**src/rtl/polyphase_mac_scheduler.sv**
```systemverilog
// Sequencer for a folded L/M polyphase resampler: accepts input samples, drives the
// delay-line write pointer and schedules one T-tap pass of the shared MAC per output.
module polyphase_mac_scheduler #(
  parameter int L_FACTOR       = 2,
  parameter int M_FACTOR       = 3,
  parameter int TAPS_PER_PHASE = 113,
  parameter int DEPTH_LOG2     = 7,
  parameter int COEF_AW        = $clog2(L_FACTOR * TAPS_PER_PHASE),
  parameter int PH_W           = (L_FACTOR > 1) ? $clog2(L_FACTOR) : 1
) (
  input  logic                  clk,
  input  logic                  rst,
  input  logic                  i_valid,
  output logic                  i_ready,
  output logic                  o_wr_en,
  output logic [DEPTH_LOG2-1:0] o_wr_addr,
  output logic [DEPTH_LOG2-1:0] o_rd_addr,
  output logic [COEF_AW-1:0]    o_coef_addr,
  output logic                  o_mac_en,
  output logic                  o_mac_first,
  output logic                  o_mac_last,
  output logic [PH_W-1:0]       o_phase,
  output logic                  o_busy
);

  localparam int Q      = M_FACTOR / L_FACTOR;
  localparam int R      = M_FACTOR % L_FACTOR;
  localparam int NEED_W = $clog2(Q + 2);
  localparam int TAP_W  = $clog2(TAPS_PER_PHASE);

  localparam logic [TAP_W-1:0]  TAP_LAST = TAP_W'(TAPS_PER_PHASE - 1);
  localparam logic [NEED_W-1:0] NEED_Q   = NEED_W'(Q);
  localparam logic [NEED_W-1:0] NEED_Q1  = NEED_W'(Q + 1);
  localparam logic [NEED_W-1:0] NEED_ONE = NEED_W'(1);
  localparam logic [PH_W:0]     PH_R     = (PH_W + 1)'(R);
  localparam logic [PH_W:0]     PH_L     = (PH_W + 1)'(L_FACTOR);

  typedef enum logic {
    IDLE = 1'b0,
    RUN  = 1'b1
  } state_t;

  state_t                state;
  logic [DEPTH_LOG2-1:0] wr_ptr;
  logic [DEPTH_LOG2-1:0] newest;
  logic [PH_W-1:0]       ph;
  logic [NEED_W-1:0]     need;
  logic [TAP_W-1:0]      tap;

  logic                  run;
  logic                  accept;
  logic [PH_W:0]         ph_sum;
  logic [PH_W:0]         ph_wrap;
  logic [PH_W-1:0]       ph_next;
  logic [NEED_W-1:0]     need_next;

  // Handshake: a sample transfers on a cycle where i_valid && i_ready; i_ready
  // depends only on state and rst, and upstream holds i_valid/data until taken.
  assign run    = (state == RUN) && !rst;
  assign i_ready = (state == IDLE) && !rst;
  assign accept = i_valid && i_ready;

  // Phase advance by M per output, expressed as Q whole inputs plus R sub-phases.
  always_comb begin
    ph_sum  = {1'b0, ph} + PH_R;
    ph_wrap = ph_sum - PH_L;
    if (ph_sum >= PH_L) begin
      ph_next   = ph_wrap[PH_W-1:0];
      need_next = NEED_Q1;
    end else begin
      ph_next   = ph_sum[PH_W-1:0];
      need_next = NEED_Q;
    end
  end

  always_ff @(posedge clk) begin
    if (rst) begin
      state  <= IDLE;
      wr_ptr <= '0;
      newest <= '0;
      ph     <= '0;
      need   <= NEED_ONE;
      tap    <= '0;
    end else begin
      case (state)
        IDLE: begin
          if (accept) begin
            newest <= wr_ptr;
            wr_ptr <= wr_ptr + DEPTH_LOG2'(1);
            need   <= need - NEED_ONE;
            if (need == NEED_ONE) begin
              state <= RUN;
              tap   <= '0;
            end
          end
        end
        RUN: begin
          if (tap == TAP_LAST) begin
            ph   <= ph_next;
            need <= need_next;
            tap  <= '0;
            // Interpolating branches chain passes without waiting for a new sample.
            if (need_next != '0) begin
              state <= IDLE;
            end
          end else begin
            tap <= tap + TAP_W'(1);
          end
        end
        default: state <= IDLE;
      endcase
    end
  end

  assign o_wr_en     = accept;
  assign o_wr_addr   = rst ? '0 : wr_ptr;
  assign o_rd_addr   = run ? (newest - DEPTH_LOG2'(tap)) : '0;
  assign o_coef_addr = run ? (COEF_AW'(ph) * COEF_AW'(TAPS_PER_PHASE) + COEF_AW'(tap)) : '0;
  assign o_mac_en    = run;
  assign o_mac_first = run && (tap == '0);
  assign o_mac_last  = run && (tap == TAP_LAST);
  assign o_phase     = run ? ph : '0;
  assign o_busy      = run;

endmodule

```
**config.mk**
```make
export PLATFORM = sky130hd
export DESIGN_NAME = polyphase_mac_scheduler
export DESIGN_NICKNAME = d
export VERILOG_FILES = /design/src/rtl/polyphase_mac_scheduler.sv
export SDC_FILE = /design/constraint.sdc
export NUM_CORES = 1
export LEC_CHECK = 0
export CAP_MARGIN = 20
export CORE_ASPECT_RATIO = 1.5
export CORE_MARGIN = 2
export CORE_UTILIZATION = 40
export CTS_BUF_LIST = sky130_fd_sc_hd__clkbuf_4
export DETAILED_ROUTE_END_ITERATION = 10
export GPL_TIMING_DRIVEN = 1
export MAX_ROUTING_LAYER = met4
export SETUP_SLACK_MARGIN = 0.2
export SLEW_MARGIN = 10
export SYNTH_ARGS = -nofsm -noshare
export SYNTH_HDL_FRONTEND = slang
export SYNTH_SLANG_ARGS = --single-unit
```
**constraint.sdc**
```tcl
create_clock -name clk -period 2.5 [get_ports clk]
set_input_delay 0.5 -clock clk [delete_from_list [all_inputs] [get_ports clk]]
set_output_delay 0.5 -clock clk [all_outputs]
set_load 0.03 [all_outputs]
```
==> results of run 1 <==
## layout by cell type (no fill, tap or decap), types with 3 or more instances in the layout
cell	synthesis	layout
nand2_1	17	17
nand2b_1	6	5
a21oi_1	7	5
clkbuf_4	0	4
xnor2_1	6	6
inv_2	0	3
nor2_1	25	23
nor4_1	3	3
xor2_1	6	6
buf_4	1	49
buf_6	1	8
dfxtp_2	0	4
nand4_1	5	5
nand3_1	7	6
inv_1	11	7
o211ai_1	4	4
o21ai_0	16	15
ha_1	15	9
nor2b_1	9	9
dfxtp_1	25	21
nor3_1	4	4
ha_4	0	6
and2_1	6	6
## cell type report
class	count	area, sq um
fillers	400	1740
multi-input cells	170	1260
repair buffers	66	538
flip-flops and latches	25	505
well taps	46	57.6
inverters	12	48.8
clock buffers	4	30.0
## registers in the layout, indices dropped and copies added (netlist names)
signal,flops
ph,1
state,1
newest,7
need,2
tap,7
wr_ptr,7
## kinds of logic after synthesis
| logic type | Yosys count | share of synthesized area |
|---|---|---|
| compound gates | 43 | 0.159 |
| xor+xnor | 12 | 0.0610 |
| flops | 25 | 0.290 |
| fa+ha+maj | 16 | 0.121 |
| simple gates | 97 | 0.293 |
| mux | 2 | 0.0123 |
| buf+inv | 25 | 0.0632 |
## power groups by stage
| stage | clock network (mW) | logic (mW) | registers, mW |
|---|---|---|---|
| after floorplan | 0 | 0.116 | 0.428 |
| after global placement | 0 | 0.181 | 0.427 |
| after detailed placement | 0 | 0.182 | 0.428 |
| after CTS | 0.197 | 0.201 | 0.421 |
| after global routing | 0.214 | 0.235 | 0.424 |
| final | 0.190 | 0.212 | 0.422 |
## through the flow
stage          total power, mW  area [sq um]  setup WS, ns
6_report                 0.824          2440       -0.0543
5_1_grt                  0.873          2440        -0.202
4_1_cts                  0.820          2360       -0.0814
3_5_place_dp             0.610          2180        -0.395
3_3_place_gp             0.608          2180        -0.385
2_1_floorplan            0.544          1740         0.215
## layer usage
metal / up-vias / GRT usage
met1: 822 / 0.229
li1: 881 / -
met2: 24 / 0.325
met5: - / -
met3: 4 / 0.0200
met4: 0 / 0.0529
## repair_timing
item                                    in CTS  in global routing
pin swaps                                    7                 10
buffers inserted                             6                  4
endpoints found under the setup margin      16                  9
resized for setup                           54                 16
## worst paths after layout
kind / from / to / slack (ns)
setup / recovery: newest[0] / o_rd_addr[6] / -0.05
hold / removal: wr_ptr[6] / wr_ptr[6] / 0.48
setup reg to reg: tap[0] / need[1] / 0.50
hold reg to reg: wr_ptr[6] / wr_ptr[6] / 0.48
==> results.yml, run 1 <==
setup_path:
  cp_data_required_time_ns: 2.00
  path_cells: "inv_2 -> ha_4 -> inv_2 -> fa_2 -> a211o_1 -> o211ai_1 -> a21oi_1 -> o211ai_1 -> buf_4"
  critPathSlowestCell: "fa_2"
  cpPeakStageDelay_ns: 0.36
  crit_family: "compound AO/OA/AOI/OAI gates"
  r2r_cells: 9
  cp.arrival_ns: 2.05
  end_kind: "output pin"
  worst-path-stages: 9
  start_kind: "flop"
  crit_type: "reg -> out"
  crit_fanout: 3
  crit_buf_inv: 3
timing:
  tightest_slew_ns: 0.386
  relSlewSlack: 0.742
  whs_ns: 0.483
  hold_violations: 0
  setup_slack_ns: -0.0543
  final.min_clock_period_ns: 2.55
  rsz0062_at_grt: "true"
  clock_skew_ns: 0.0108
  fmax_mhz: 391
  tns_ns: -0.161
  maxSlewViolCount: 0
  fin_crit_sh: 1.02
  setup_viol: 6
die:
  coreArea_sq_um: 4170
  num_rows: 29
  initial_core_util: 0.413
  dieArea_sq_um: 4860
  die_y_um: 84.4
  ioPinCount: 32
  dieWidth_um: 57.6
synth:
  seq_area_frac_synth: 0.290
  synth_warnings: 0
  synth-edff-count: 0
  synth_cell_types: 48
  synthTopCellsByArea: "dfxtp_1 29%, ha_1 11%, nor2_1 5.4%"
  yosys.area.top_type_share: 0.290
  netlist_instances: 220
  avgSynthCellArea_sq_um: 7.83
  ys_ff_latch: 25
  synth_top_flop_cell: "dfxtp_1"
  ys_async_sr_fraction: 0
  syn_nets: 239
  synth_common_cells: "25 x dfxtp_1, 25 x nor2_1, 17 x nand2_1, 16 x o21ai_0, 15 x ha_1"
  netlist_area_sq_um: 1720
  yosysTopAreaCell: "dfxtp_1"
global_route:
  grt_overflow: 0
  grt_pass1_vias: 1578
  grt_use_total: 0.189
  grt_max_degree: 29
  grt_pass1_wl_um: 7220
  antenna_found_initial: 0
min_path:
  hold_depth: 1
  hp-class: "reg -> reg"
power_and_ir_drop:
  power_frac_seq: 0.512
  p_leak_nw: 0.995
  combinationalPowerShare: 0.257
  clkPwrFrac: 0.231
  p_per_area_nw_per_um2: 338
  switching_share: 0.290
  switchingPower_mw: 0.239
  p_int_mw: 0.585
  irDropWorstVdd_uv: 363
clock_network:
  insertion_delay_ns: 0.31
  cts_htree_levels: 1
  clkSinkCount: 25
  cts_buffers: 3
  cts.hold.buffers_added: 0
  cts_tree: "yes"
  clkTransAtPathRegs_ns: 0.14
  cts_root_buf: "clkbuf_4"
  cts.path.max_buffers: 2
drt:
  drtIter0Drc: 46
  dr_total_vias: 1731
  wl_met3_um: 97
  wire_per_inst_um: 12.9
  dr.max_layer_used: "met4"
  ant_nets: 0
  wl_met2_um: 2220
  drc: 0
  drt_wl_total_um: 4180
  viasPerCell: 5.36
  dr.pass1.iters: 4
  met1_length_um: 1820
placement:
  dp_cells: 309
  hpwl_um: 3120
  routabilityCongestion: 0.778
  port_buffers: 31
cells_and_area:
  instances_no_fill: 323
  final_util: 0.584
  drive_gt1_frac: 0.357
  nets: 297
  antennaDiodeCount: 0
  syn2layout_area_growth_pct: 41.5
run_status:
  status: "complete, but fails checks"
  violations: "negative setup slack"
run:
  drv_cap: 0
(Power assumes the default switching activity.)
==> run 2, diff against run 1 <==
--- a/config.mk
+++ b/config.mk
@@ -8,11 +8,12 @@
 export CAP_MARGIN = 20
 export CORE_ASPECT_RATIO = 1.5
 export CORE_MARGIN = 2
-export CORE_UTILIZATION = 40
+export CORE_UTILIZATION = 44
 export CTS_BUF_LIST = sky130_fd_sc_hd__clkbuf_4
 export DETAILED_ROUTE_END_ITERATION = 10
 export GPL_TIMING_DRIVEN = 1
 export MAX_ROUTING_LAYER = met4
+export PLACE_DENSITY = 0.69
 export SETUP_SLACK_MARGIN = 0.2
 export SLEW_MARGIN = 10
 export SYNTH_ARGS = -nofsm -noshare
==> constraint.sdc (replaced) <==
create_clock -name clk -period 2.5 [get_ports clk]
set_input_delay 0.5 -clock clk [delete_from_list [all_inputs] [get_ports clk]]
set_output_delay 0.5 -clock clk [all_outputs]
set_load 0.005 [all_outputs]
==> run 2 against run 1 <==
The run still ends with negative setup slack left. Wire length is 1.1% higher. Critical endpoint is now o_rd_addr[4]. Global-route usage increased by 2.5 points. Cell area decreased by 0.62%. Worst setup slack worse by 0.030 ns. Largest cell class unchanged. Sequential cell count is the same. Core utilization grew 6.8 points. Hold slack got worse by 0.00060 ns. Critical path type unchanged. Maximum frequency is 1.2% lower. Clock skew hardly changed.
==> results.yml, run 2 (synthesis gave the netlist of run 1 again) <==
min_path:
  hp-class: "reg -> reg"
  min_to: "wr_ptr[6]"
  min_from: "wr_ptr[6]"
  hold_depth: 1
setup_path:
  cp.arrival_ns: 2.08
  crit_buf_inv: 4
  crit_fanout: 3
  path_cells: "inv_2 -> ha_4 -> inv_2 -> fa_2 -> buf_4 -> a21o_1 -> a211o_1 -> and3_1 -> buf_2"
  start_kind: "flop"
  regToRegEndpoint: "need[1]"
  cp_data_required_time_ns: 2.00
  r2r_start: "tap[0]"
  critPathSlowestCell: "fa_2"
  crit_start: "newest[0]"
  crit_type: "reg -> out"
  end_kind: "output pin"
  r2r_cells: 9
  cpPeakStageDelay_ns: 0.35
  r2r_setup_slack_ns: 0.48
  crit_family: "adder cells"
  critPathMostFrequentCell: "inv_2"
placement:
  port_buffers: 31
  routabilityCongestion: 0.850
  dpl-instance-area_sq_um: 2180
  hpwl_um: 2980
clock_network:
  clkSinkCount: 25
  cts_htree_levels: 1
  cts_root_buf: "clkbuf_4"
  cts_buffers: 3
  cts.hold.buffers_added: 0
  clkTransAtPathRegs_ns: 0.14
  cts.path.max_buffers: 2
  insertion_delay_ns: 0.32
  cts_tree: "yes"
global_route:
  grt_pass1_vias: 1652
  grt_use_total: 0.214
  grt_pass1_wl_um: 6930
  grt_max_degree: 29
  antenna_found_initial: 0
  grt_overflow: 0
die:
  num_rows: 27
  dieWidth_um: 55.1
  initial_core_util: 0.464
  dieArea_sq_um: 4440
  coreArea_sq_um: 3720
  die_y_um: 80.6
  ioPinCount: 32
timing:
  fin_crit_sh: 1.03
  final.min_clock_period_ns: 2.58
  fmax_mhz: 387
  maxSlewViolCount: 0
  setup_slack_ns: -0.0845
  setup_viol: 3
  relSlewSlack: 0.758
  rsz0062_at_grt: "true"
  tightest_slew_ns: 0.359
  hold_violations: 0
  clock_skew_ns: 0.0111
cells_and_area:
  fillers: 332
  final_cell_mix: "25 x buf_4, 24 x nor2_1, 17 x nand2_1, 17 x dfxtp_1, 15 x o21ai_0"
  final_common_cell: "buf_4"
  final_util: 0.652
  final_area_sq_um: 2420
  regArea_sq_um: 510
  drive_gt1_frac: 0.308
  largestRegisters: "newest (7), tap (7), wr_ptr (7)"
  multi_input_area_sq_um: 1270
  nets: 293
  syn2layout_area_growth_pct: 40.6
  antennaDiodeCount: 0
drt:
  ant_nets: 0
  viasPerCell: 5.43
  drc: 0
  drt_wl_total_um: 4230
  dr_total_vias: 1715
  dr.pass1.iters: 4
  wire_per_inst_um: 13.4
  drtIter0Drc: 44
power_and_ir_drop:
  switchingPower_mw: 0.224
  p_int_mw: 0.578
  p_leak_nw: 0.979
  combinationalPowerShare: 0.248
  irDropWorstVdd_uv: 402
  total_power_mw: 0.802
  p_per_area_nw_per_um2: 331
  power_frac_seq: 0.527
  clkPwrFrac: 0.226
  switching_share: 0.279
run_status:
  status: "complete, but fails checks"
  violations: "negative setup slack"
run:
  drv_cap: 0
[run 2: stage by stage]
| stage | setup TNS (ns) | setup slack [ns] | hold WS, ns | cells |
|---|---|---|---|---|
| after CTS | -0.175 | -0.126 | 0.477 | 314 |
| after detailed placement | -2.09 | -0.282 | 0.457 | 300 |
| after floorplan | 0 | 0.378 | 0.433 | 220 |
| final | -0.171 | -0.0845 | 0.482 | 316 |
| after global routing | -0.533 | -0.208 | 0.521 | 316 |
| after global placement | -1.77 | -0.246 | 0.451 | 300 |
[run 2: metal layers]
metal,track usage,part of all wire,up-vias
met5,-,0,-
met4,0.107,0.033,0
met3,0.0167,0.028,12
met2,0.379,0.52,34
met1,0.227,0.42,798
li1,-,-,871
[run 2: cell type report]
class,count,share of cell area
multi-input combinational,170,0.523
timing repair buffer,62,0.214
sequential,25,0.211
tap,43,0.0222
inverter,12,0.0191
clock buffer,3,0.00930
clock inverter,1,0.00207
[run 2: power by group through the flow]
stage,combinational [mW],clock [mW],sequential [mW]
6_report,0.199,0.181,0.422
5_1_grt,0.220,0.204,0.424
4_1_cts,0.188,0.191,0.422
3_5_place_dp,0.161,0,0.428
3_3_place_gp,0.160,0,0.427
2_1_floorplan,0.0931,0,0.428
[run 2: worst max path at each step]
stage               cells past startpoint            to
CTS                                    10  o_rd_addr[6]
finish                                  9  o_rd_addr[4]
global placement                        7  o_rd_addr[6]
floorplan                               6  o_rd_addr[4]
global route                           10  o_rd_addr[6]
detailed placement                      7  o_rd_addr[6]
[run 2: repair_timing]
| action | CTS | global route |
|---|---|---|
| hold endpoints to repair | 0 | 0 |
| setup endpoints to repair | 25 | 17 |
| resized for setup | 80 | 16 |
| buffers inserted | 10 | 2 |
| pin swaps | 22 | 8 |
==> run 3, diff against run 2 <==
--- a/config.mk
+++ b/config.mk
@@ -15,7 +15,6 @@
 export MAX_ROUTING_LAYER = met4
 export PLACE_DENSITY = 0.69
 export SETUP_SLACK_MARGIN = 0.2
-export SLEW_MARGIN = 10
 export SYNTH_ARGS = -nofsm -noshare
 export SYNTH_HDL_FRONTEND = slang
 export SYNTH_SLANG_ARGS = --single-unit
==> results of run 3 <==
The final DEF is identical to that of run 2; final timing and power are the same.
